===== src/rtl/cpu_pkg.sv =====
// ============================================================================
//  Module      : cpu_pkg
//  Description : Shared opcode/funct constants and sequencer state encoding
//  Revision    : 1.0  initial release
// ============================================================================
`default_nettype none

package cpu_pkg;

  localparam logic [31:0] c_reset_pc  = 32'h0040_0000;

  localparam logic [5:0]  c_op_special = 6'b000000;
  localparam logic [5:0]  c_op_regimm  = 6'b000001;
  localparam logic [5:0]  c_op_j       = 6'b000010;
  localparam logic [5:0]  c_op_jal     = 6'b000011;
  localparam logic [5:0]  c_op_beq     = 6'b000100;
  localparam logic [5:0]  c_op_bne     = 6'b000101;

  localparam logic [5:0]  c_fn_jr      = 6'b001000;
  localparam logic [5:0]  c_fn_jalr    = 6'b001001;

  localparam logic [4:0]  c_ri_bgez    = 5'b00001;

  typedef enum logic [2:0] {
    ST_IDLE   = 3'd0,
    ST_FETCH  = 3'd1,
    ST_EXEC   = 3'd2,
    ST_UPDATE = 3'd3,
    ST_HALT   = 3'd4
  } state_t;

endpackage

`default_nettype wire


===== src/rtl/npc_calc.sv =====
// ============================================================================
//  Module      : npc_calc
//  Description : Combinational next-PC selection for branches and jumps
//  Revision    : 1.0  initial release
// ============================================================================
`default_nettype none

module npc_calc
  import cpu_pkg::*;
(
  input  logic [31:0] instr,
  input  logic [31:0] pc,
  input  logic [31:0] rs,
  input  logic [31:0] rt,
  output logic [31:0] npc,
  output logic        taken,
  output logic        is_link
);

  logic [31:0] w_pc4;
  logic [31:0] w_br_tgt;
  logic [31:0] w_j_tgt;
  logic [5:0]  w_op;
  logic [5:0]  w_funct;
  logic [4:0]  w_rt_fld;

  assign w_pc4    = pc + 32'd4;
  assign w_br_tgt = w_pc4 + {{14{instr[15]}}, instr[15:0], 2'b00};
  assign w_j_tgt  = {w_pc4[31:28], instr[25:0], 2'b00};
  assign w_op     = instr[31:26];
  assign w_funct  = instr[5:0];
  assign w_rt_fld = instr[20:16];

  always_comb begin
    npc     = w_pc4;
    taken   = 1'b0;
    is_link = 1'b0;
    case (w_op)
      c_op_beq: if (rs == rt) begin
        npc   = w_br_tgt;
        taken = 1'b1;
      end
      c_op_bne: if (rs != rt) begin
        npc   = w_br_tgt;
        taken = 1'b1;
      end
      c_op_regimm: if ((w_rt_fld == c_ri_bgez) && !rs[31]) begin
        npc   = w_br_tgt;
        taken = 1'b1;
      end
      c_op_j: begin
        npc   = w_j_tgt;
        taken = 1'b1;
      end
      c_op_jal: begin
        npc     = w_j_tgt;
        taken   = 1'b1;
        is_link = 1'b1;
      end
      c_op_special: if ((w_funct == c_fn_jr) || (w_funct == c_fn_jalr)) begin
        npc     = rs;
        taken   = 1'b1;
        is_link = (w_funct == c_fn_jalr);
      end
      default: ;
    endcase
  end

endmodule

`default_nettype wire


===== src/rtl/pc_sequencer.sv =====
// ============================================================================
//  Module      : pc_sequencer
//  Description : Multicycle FETCH/EXEC/UPDATE sequencer owning the PC
//  Revision    : 1.0  initial release
// ============================================================================
`default_nettype none

module pc_sequencer
  import cpu_pkg::*;
#(
  parameter logic [31:0] RESET_PC  = c_reset_pc,
  parameter int          FETCH_TMO = 16
) (
  input  logic        clk,
  input  logic        rst,
  input  logic        start,
  output logic        imem_req,
  output logic [31:0] imem_addr,
  input  logic        imem_ack,
  input  logic [31:0] imem_rdata,
  output logic [31:0] instr_q,
  input  logic        ex_done,
  input  logic [31:0] rs_val,
  input  logic [31:0] rt_val,
  input  logic        halt_req,
  output logic [31:0] pc,
  output logic        branch_taken,
  output logic        link_we,
  output logic [31:0] link_data,
  output logic [31:0] retire_cnt,
  output logic        fetch_err,
  output logic [2:0]  state_o
);

  localparam int                  c_tmo_w    = $clog2(FETCH_TMO);
  localparam logic [c_tmo_w-1:0]  c_tmo_last = c_tmo_w'(FETCH_TMO - 1);

  state_t             state_q, state_d;
  logic [31:0]        pc_q, pc_d;
  logic [31:0]        instr_d;
  logic [31:0]        rs_q, rs_d;
  logic [31:0]        rt_q, rt_d;
  logic               halt_q, halt_d;
  logic [c_tmo_w-1:0] tmo_q, tmo_d;
  logic [31:0]        retire_q, retire_d;
  logic               err_q, err_d;

  logic [31:0]        w_npc;
  logic               w_taken;
  logic               w_is_link;

  // Operates on latched operands so the redirect is stable for the whole UPDATE cycle.
  npc_calc u_npc_calc (
    .instr   (instr_q),
    .pc      (pc_q),
    .rs      (rs_q),
    .rt      (rt_q),
    .npc     (w_npc),
    .taken   (w_taken),
    .is_link (w_is_link)
  );

  always_comb begin
    state_d  = state_q;
    pc_d     = pc_q;
    instr_d  = instr_q;
    rs_d     = rs_q;
    rt_d     = rt_q;
    halt_d   = halt_q;
    tmo_d    = tmo_q;
    retire_d = retire_q;
    err_d    = err_q;
    case (state_q)
      ST_IDLE: if (start) state_d = ST_FETCH;
      ST_FETCH: begin
        if (imem_ack) begin
          instr_d = imem_rdata;
          tmo_d   = '0;
          state_d = ST_EXEC;
        end else if (tmo_q == c_tmo_last) begin
          tmo_d   = '0;
          err_d   = 1'b1;
          state_d = ST_HALT;
        end else begin
          tmo_d   = tmo_q + c_tmo_w'(1);
        end
      end
      ST_EXEC: if (ex_done) begin
        rs_d    = rs_val;
        rt_d    = rt_val;
        halt_d  = halt_req;
        state_d = ST_UPDATE;
      end
      ST_UPDATE: begin
        pc_d     = w_npc;
        retire_d = retire_q + 32'd1;
        state_d  = halt_q ? ST_HALT : ST_FETCH;
      end
      ST_HALT: ;
      default: state_d = ST_IDLE;
    endcase
  end

  always_ff @(posedge clk) begin
    if (rst) begin
      state_q  <= ST_IDLE;
      pc_q     <= RESET_PC;
      instr_q  <= '0;
      rs_q     <= '0;
      rt_q     <= '0;
      halt_q   <= 1'b0;
      tmo_q    <= '0;
      retire_q <= '0;
      err_q    <= 1'b0;
    end else begin
      state_q  <= state_d;
      pc_q     <= pc_d;
      instr_q  <= instr_d;
      rs_q     <= rs_d;
      rt_q     <= rt_d;
      halt_q   <= halt_d;
      tmo_q    <= tmo_d;
      retire_q <= retire_d;
      err_q    <= err_d;
    end
  end

  assign imem_req     = (state_q == ST_FETCH);
  assign imem_addr    = pc_q;
  assign pc           = pc_q;
  assign branch_taken = (state_q == ST_UPDATE) && w_taken;
  assign link_we      = (state_q == ST_UPDATE) && w_is_link;
  assign link_data    = pc_q + 32'd4;
  assign retire_cnt   = retire_q;
  assign fetch_err    = err_q;
  assign state_o      = state_q;

endmodule

`default_nettype wire


===== config.mk =====
export PLATFORM = sky130hd
export DESIGN_NAME = pc_sequencer
export DESIGN_NICKNAME = d
export VERILOG_FILES = /design/src/rtl/cpu_pkg.sv /design/src/rtl/npc_calc.sv /design/src/rtl/pc_sequencer.sv
export SDC_FILE = /design/constraint.sdc
export NUM_CORES = 1
export LEC_CHECK = 0
export CAP_MARGIN = 20
export CELL_PAD_IN_SITES_DETAIL_PLACEMENT = 1
export CELL_PAD_IN_SITES_GLOBAL_PLACEMENT = 1
export CORE_MARGIN = 2
export CORE_UTILIZATION = 36
export DETAILED_ROUTE_END_ITERATION = 12
export GPL_ROUTABILITY_DRIVEN = 0
export PLACE_DENSITY_LB_ADDON = 0.1
export RECOVER_POWER = 25
export SYNTH_ARGS = -nofsm -noshare
export SYNTH_HDL_FRONTEND = slang
export SYNTH_HIERARCHICAL = 1
export SYNTH_SLANG_ARGS = --single-unit

===== constraint.sdc =====
create_clock -name clk -period 4 [get_ports clk]
set_input_delay 0.8 -clock clk [delete_from_list [all_inputs] [get_ports clk]]
set_output_delay 0.8 -clock clk [all_outputs]
set_load 0.1 [all_outputs]

==> summary.md, run 1 <==
| Metric | Value |
|---|---|
| Share of post-route cells with drive strength above 1 | 0.107 |
| CP Max Fanout | 11 |
| Top cells by area, synth | dfxtp_1 32%, nand2_1 12%, a21oi_1 9.0%, xnor2_1 5.7%, xor2_1 4.7% |
| Final worst setup slack | 0.128 ns |
| Core ar. | 28,600 um^2 |
| I/O pin total | 269 |
| Power density over the cells | 288 nW/um^2 |
| H-tree levels | 4 |
| Hold Path Class | reg -> reg |
| TritonCTS buffer count | 17 |
| Post-synth top area share | 0.325 |
| Cell Int Power | 2.90 mW |
| Vias in the first global route | 10.5k |
| Synth async-reset ratio | 0 |
| Outcome | finished, final reports clean |
| Clock sink count | 169 |
| Seq/Total Area, Yosys | 0.325 |
| Critical path's slowest cell | dfxtp_4 |
| FF-to-FF setup slack | 0.13 ns |
| Syn_nets | 1,538 |
| Final Hold Viols | 0 |
| Period Utilization, post-route | 0.968 |
| Critical Path Source Type | register |
| Syn_area_per_cell | 7.47 um^2 |
| Inst Count DP | 1,969 |
| Cell Area, Placed | 13,400 um^2 |
| Switching portion of total power | 0.288 |
| CTS tree | built |
| TritonRoute pass-1 iters | 5 |
| RSZ-0062 raised after global routing | true |
| Setup tns final | 0 ns |
| Cell Rows | 62 |
| FMAX | 258 MHz |
| Commonest cells in the netlist | 342 x nand2_1, 187 x a21oi_1, 169 x dfxtp_1, 68 x xnor2_1, 60 x clkbuf_1 |
| Peak supply drop | 0.209 mV |
| Leading cell type by number of instances after synthesis | nand2_1 |
| Mapped Cells | 1,396 |
| Comb pwr share | 0.141 |
| First-pass GRT wire length | 59,100 um |
| Routed WL | 37,800 um |
| Worst skew pair latency | 0.45 ns |
| Initial antenna violation count | 5 |
| Final Power | 4.08 mW |
| Die Y | 174 um |
| Final Max Slew Viols | 0 |
| Vias post-DR | 10.8k |
| Final #Nets | 1,748 |
| Yosys cell types | 67 |
| Mapped cell area | 10,400 um^2 |
| Count of final setup violators | 0 |
| Sequential share of power | 0.431 |
| Final HPWL DP | 28,300 um |
| Worst-margin pin slew | 1.04 ns |
| Non-filler instance count after layout | 2,004 |
| Total Routing Usage GR | 0.245 |
| Hold Worst Slack | 0.464 ns |
| Worst Setup Path Type | reg -> reg |
| Routed len/inst | 18.8 um |
| Vias per cell | 5.38 |
| Residual DRC | 0 |
| Port buffer count | 268 |
| Pre-CTS setup slack | 0.180 ns |
| Area leader, netlist | dfxtp_1 |
| Psw | 1.17 mW |
| Leak | 5.52 nW |
| Max-cap violations | 0 |
| Die width | 174 um |
| Final core occ | 0.494 |
| Crit-path cells | and4_1 -> and2_4 -> nand3_4 -> nor2_1 -> buf_4 -> nand3_1 -> xnor2_2 -> ha_1 -> nor2b_1 -> o21ai_0 -> nand2b_1 -> a31oi_4 -> o21ai_2 -> xor2_1 -> a211o_1 -> a2bb2o_1 -> nand2_1 -> a21oi_1 |
| Synth Flop Type | dfxtp_1 |
| DIE AREA | 30,300 um^2 |
| CP bufs+invs | 1 |
| Final Skew | 0.0152 ns |
| Initial Util | 0.364 |
| Arr. time, crit path | 4.18 ns |
| Delay-heaviest family, CP | simple AND/OR/NAND/NOR gates |
| Max_slew headroom | 0.302 |
| Clock-pin slew on the worst setup and hold paths | 0.07 ns |
| Tmin final | 3.87 ns |
| Clk buf depth | 2 |
| Post-synth EDFFs | 0 |
| Critical path endpoint category | register |
| Synthesis-to-layout area growth | 35.8% |
| Required time at the worst-slack endpoint | 4.31 ns |
| Root buf cell | clkbuf_16 |
| Largest net degree at the start of global routing | 105 |
| Final Cell Area | 14,200 um^2 |
| Grt ovf | 0 |
| Clk pwr share | 0.428 |
| Hold_buf cts | 0 |
| Synth Warn # | 6 |
| DR iter-0 viols | 630 |
| Yosys reg bits | 169 |
| Max incr delay on CP | 0.43 ns |
| Routed Antenna Nets | 0 |
==> layer usage <==
| metal | GRT usage | vias to the layer above | share of wire |
|---|---|---|---|
| met4 | 0.0700 | 8 | 0.019 |
| met2 | 0.387 | 304 | 0.45 |
| met3 | 0.0556 | 45 | 0.063 |
| met1 | 0.336 | 5181 | 0.47 |
| li1 | - | 5250 | - |
| met5 | 0 | - | 0.0016 |
==> kinds of logic (layout without fill, tap and decap cells) <==
family	count (synthesis)	after routing	synth area share
AOI/OAI and AO/OA	335	335	0.192
xor gates and xnor gates	125	125	0.106
adders and majority gates	40	40	0.0487
buffers and inverters	136	359	0.0635
DFF	169	169	0.325
muxes	4	4	0.00384
other	0	1	0
and+or+nand+nor	587	587	0.262
==> worst paths after layout <==
| path | endpoint | cells after the start | start |
|---|---|---|---|
| setup / recovery | imem_addr[23] | 18 | imem_addr[5] |
| hold / removal | fetch_err | 2 | fetch_err |
| setup reg to reg | imem_addr[23] | 18 | imem_addr[5] |
| hold reg to reg | fetch_err | 2 | fetch_err |
==> power groups by stage <==
stage	clock, mW	sequential [mW]	combinational [mW]
2_1_floorplan	0	1.90	0.238
3_3_place_gp	0	1.80	0.566
3_5_place_dp	0	1.80	0.571
4_1_cts	1.78	1.76	0.574
5_1_grt	1.84	1.76	0.613
6_report	1.75	1.76	0.574
==> tightest hold or removal path, delay by kind of cell (launching register included) <==
| kind | cells | cell delay (ns) |
|---|---|---|
| flip-flops | 1 | 0.31 |
| buffers and inverters | 1 | 0.05 |
| AO/OA/AOI/OAI | 1 | 0.05 |
==> cell type report <==
type / count / area (um^2)
Fill cell: 3479 / 14500
Tap cell: 384 / 480
Sequential cell: 169 / 3410
Clock inverter: 11 / 134
Timing Repair Buffer: 304 / 2910
Multi-Input combinational cell: 1091 / 6660
Antenna cell: 1 / 2.50
Inverter: 23 / 86.3
Clock buffer: 21 / 470
==> sequential cells by signal, indices dropped and copies added (netlist names) <==
signal	count
fetch_err	1
rs_q	32
halt_q	1
state_o	3
tmo_q	4
imem_addr	32
instr_q	32
rt_q	32
retire_cnt	32
==> cells in the final DEF, fill, tap and decap left out, types with 13 or more instances in the layout <==
cell type	instances
nand2_1	342
clkdlybuf4s50_1	235
a21oi_1	186
dfxtp_1	151
buf_4	66
xor2_1	53
nor2_1	48
nand3_1	46
xnor2_1	43
o21ai_0	38
ha_1	37
nand4_1	29
xnor2_2	25
inv_1	23
and3_1	20
a21o_1	19
clkbuf_16	17
dfxtp_2	16
or4_1	14
o211ai_1	14
a22oi_1	13
==> what timing repair did <==
action                                  in CTS  in global routing
endpoints found under the setup margin       0                  7
setup buffers                                0                  2
resized for setup                            0                 21
Power figures use the tool's default switching activity.
==> run 2: changes to the inputs <==
--- a/config.mk
+++ b/config.mk
@@ -10,6 +10,7 @@
 export CELL_PAD_IN_SITES_GLOBAL_PLACEMENT = 1
 export CORE_MARGIN = 2
 export CORE_UTILIZATION = 36
+export CTS_BUF_LIST = sky130_fd_sc_hd__clkbuf_8
 export DETAILED_ROUTE_END_ITERATION = 12
 export GPL_ROUTABILITY_DRIVEN = 0
 export PLACE_DENSITY_LB_ADDON = 0.1
==> run 2 against run 1 <==
Sequential power about the same. Die area unchanged. Setup slack better by 0.036 ns. Non-clock buffer count unchanged. Cell count unchanged. First-iteration DRC count is 10% lower. Clock-buffer cell count decreased by 1. Register-to-register slack improved by 0.04 ns. Core utilization is 0.75 points lower. Clock power shrank 25%. Final area shrank 1.5%. Via count down 0.61%.
==> summary.md, run 2 (same netlist as run 1, synthesis figures left out) <==
| Metric | Value |
|---|---|
| Final Max Slew Viols | 0 (unchanged) |
| Most frequent cell on the critical path | a21oi_1 |
| TritonCTS buffer count | 17 (unchanged) |
| Tmin final | 3.84 ns (-0.0357 ns) |
| Final Skew | 0.0115 ns (-0.00373 ns) |
| Share of post-route cells with drive strength above 1 | 0.106 (-0.00124) |
| Final HPWL DP | 28,300 um (unchanged) |
| Final Hold Viols | 0 (unchanged) |
| Root buf cell | clkbuf_8 |
| Leak | 5.43 nW (-1.7%) |
| Worst R2R Start | imem_addr[5] |
| Grt ovf | 0 (unchanged) |
| Non-filler instance count after layout | 2,004 (unchanged) |
| Outcome | finished, final reports clean |
| Arr. time, crit path | 4.19 ns (about the same) |
| Die Y | 174 um (unchanged) |
| Hold Path End | fetch_err |
| TritonRoute pass-1 iters | 5 (unchanged) |
| Cell Rows | 62 (unchanged) |
| Critical path endpoint category | register |
| Routed Antenna Nets | 0 (unchanged) |
| Final #Nets | 1,748 (unchanged) |
| Routed WL | 37,500 um (-0.73%) |
| Hold Path Class | reg -> reg |
| Multi-input logic area | 6640 um^2 (-0.34%) |
| Initial Util | 0.364 (unchanged) |
| Critical Path Source Type | register |
| DIE AREA | 30,300 um^2 (unchanged) |
| H-tree levels | 4 (unchanged) |
| First-pass GRT wire length | 58,600 um (-0.70%) |
| FF-to-FF setup slack | 0.16 ns (+0.04 ns) |
| Largest net degree at the start of global routing | 105 (unchanged) |
| Final Power | 3.64 mW (-11%) |
| Delay-heaviest family, CP | compound AO/OA/AOI/OAI gates |
| Count of final setup violators | 0 (unchanged) |
| Core ar. | 28,600 um^2 (unchanged) |
| Residual DRC | 0 (unchanged) |
| R2R cell count | 16 (-2) |
| Synthesis-to-layout area growth | 33.7% |
| Max incr delay on CP | 0.45 ns (+0.02 ns) |
| RR Endpoint | imem_addr[26] |
| Worst Hold Path Cells | 2 (unchanged) |
| Worst skew pair latency | 0.48 ns (+0.03 ns) |
| Initial antenna violation count | 5 (unchanged) |
| Peak supply drop | 0.213 mV (+1.8%) |
| Clock-pin slew on the worst setup and hold paths | 0.10 ns (+0.03 ns) |
| Fill cells | 3,500 (+0.60%) |
| Vias per cell | 5.35 (-0.61%) |
| Worst Setup Path Type | reg -> reg |
| FMAX | 261 MHz (+0.93%) |
| Setup tns final | 0 ns (unchanged) |
| Die width | 174 um (unchanged) |
| RSZ-0062 raised after global routing | true |
| Max-cap violations | 0 (unchanged) |
| Worst-margin pin slew | 1.06 ns (+0.0131 ns) |
| Required time at the worst-slack endpoint | 4.35 ns (+0.04 ns) |
| Beginning of the worst hold path | fetch_err |
| Final worst setup slack | 0.164 ns (+0.0357 ns) |
| CP Max Fanout | 11 (unchanged) |
| CP bufs+invs | 0 (-1) |
| Power density over the cells | 261 nW/um^2 (-9.3%) |
| I/O pin total | 269 (unchanged) |
| Most frequent cells in the layout | 342 x nand2_1, 235 x clkdlybuf4s50_1, 186 x a21oi_1, 151 x dfxtp_1, 66 x buf_4 |
| Vias post-DR | 10.7k (-0.61%) |
| CTS tree | built |
| Commonest non-fill, non-tap cell in the layout | nand2_1 |
| Period Utilization, post-route | 0.959 (-0.00891) |
| Routed len/inst | 18.7 um (-0.73%) |
| Pre-CTS setup slack | 0.180 ns (unchanged) |
| Crit-path cells | and4_1 -> and2_4 -> nand3_1 -> xnor2_1 -> ha_1 -> a21oi_1 -> o21ai_0 -> a31oi_1 -> a21oi_1 -> o21ai_0 -> nand3_1 -> a21oi_1 -> xnor2_1 -> a211o_1 -> nand2_1 -> a21oi_1 |
| FF/Latch Area | 3410 um^2 (unchanged) |
| DR iter-0 viols | 564 (-10%) |
| Critical path's slowest cell | xnor2_1 |
| Max_slew headroom | 0.293 (-0.00878) |
| Vias in the first global route | 10.4k (-0.70%) |
| Port buffer count | 268 (unchanged) |
| Total Routing Usage GR | 0.243 (-0.00224) |
| Final core occ | 0.487 (-0.00748) |
| Inst Count DP | 1,969 (unchanged) |
| Clock sink count | 169 (unchanged) |
| Clk buf depth | 2 (unchanged) |
run 2: changes by cell type in the layout (fill, tap and decap cells not counted):
| cell | delta |
|---|---|
| clkbuf_16 | -17 |
| a21oi_4 | -1 |
| xor2_2 | -1 |
| xnor2_1 | +1 |
| clkbuf_8 | +17 |
| a21oi_2 | +1 |
| xnor2_2 | -1 |
| inv_1 | +1 |
| clkbuf_1 | -1 |
| xor2_1 | +1 |
run 2: worst max-delay path by stage:
stage / from / end / slack (ns) / cells after the start
global route: imem_addr[5] / imem_addr[23] / -0.12 / 18
floorplan: imem_addr[11] / link_data[14] / -0.23 / 4
finish: imem_addr[5] / imem_addr[26] / 0.16 / 16
detailed placement: imem_addr[5] / imem_addr[29] / 0.18 / 17
CTS: imem_addr[5] / imem_addr[29] / 0.15 / 17
global placement: imem_addr[5] / imem_addr[29] / 0.31 / 17
run 2: cell type report:
cell class / count / area share
multi-input combinational: 1091 / 0.476
clock inverter: 12 / 0.00987
timing repair buffer: 304 / 0.209
tap: 384 / 0.0345
inverter: 23 / 0.00619
sequential: 169 / 0.245
clock buffer: 20 / 0.0197
antenna: 1 / 0.000180
run 2: layer usage:
layer	GRT usage	vias to the layer above	part of all wire
li1	-	5251	-
met1	0.336	5136	0.47
met2	0.384	292	0.45
met3	0.0606	35	0.067
met4	0.0515	8	0.013
met5	0	-	0.0015
run 2: worst register-to-register path, cell delays in order, from the launching register on:
cell     delay [ns]
dfxtp_4        0.43
and4_1         0.24
and2_4         0.17
nand3_1        0.10
xnor2_1        0.45
ha_1           0.36
a21oi_1        0.15
o21ai_0        0.19
a31oi_1        0.24
a21oi_1        0.14
o21ai_0        0.41
nand3_1        0.12
a21oi_1        0.23
xnor2_1        0.09
a211o_1        0.29
nand2_1        0.06
a21oi_1        0.05
run 2: what timing repair did:
action	in CTS	in global routing
resized for setup	0	18
endpoints found under the setup margin	0	7
hold endpoints to repair	0	0
hold buffers	0	0
buffers inserted	0	2
run 2: metrics by stage:
| stage | area, um^2 | hold WS [ns] |
|---|---|---|
| 4_1_cts | 13800 | 0.472 |
| 2_1_floorplan | 10600 | 0.445 |
| 6_report | 13900 | 0.467 |
| 5_1_grt | 13900 | 0.492 |
| 3_3_place_gp | 13400 | 0.436 |
| 3_5_place_dp | 13400 | 0.458 |
run 2: where the power goes:
part | total (mW) | internal, mW | switching [mW]
sequential | 1.76 | 1.71 | 0.0482
combinational | 0.573 | 0.209 | 0.364
clock | 1.31 | 0.616 | 0.696
total | 3.64 | 2.54 | 1.11
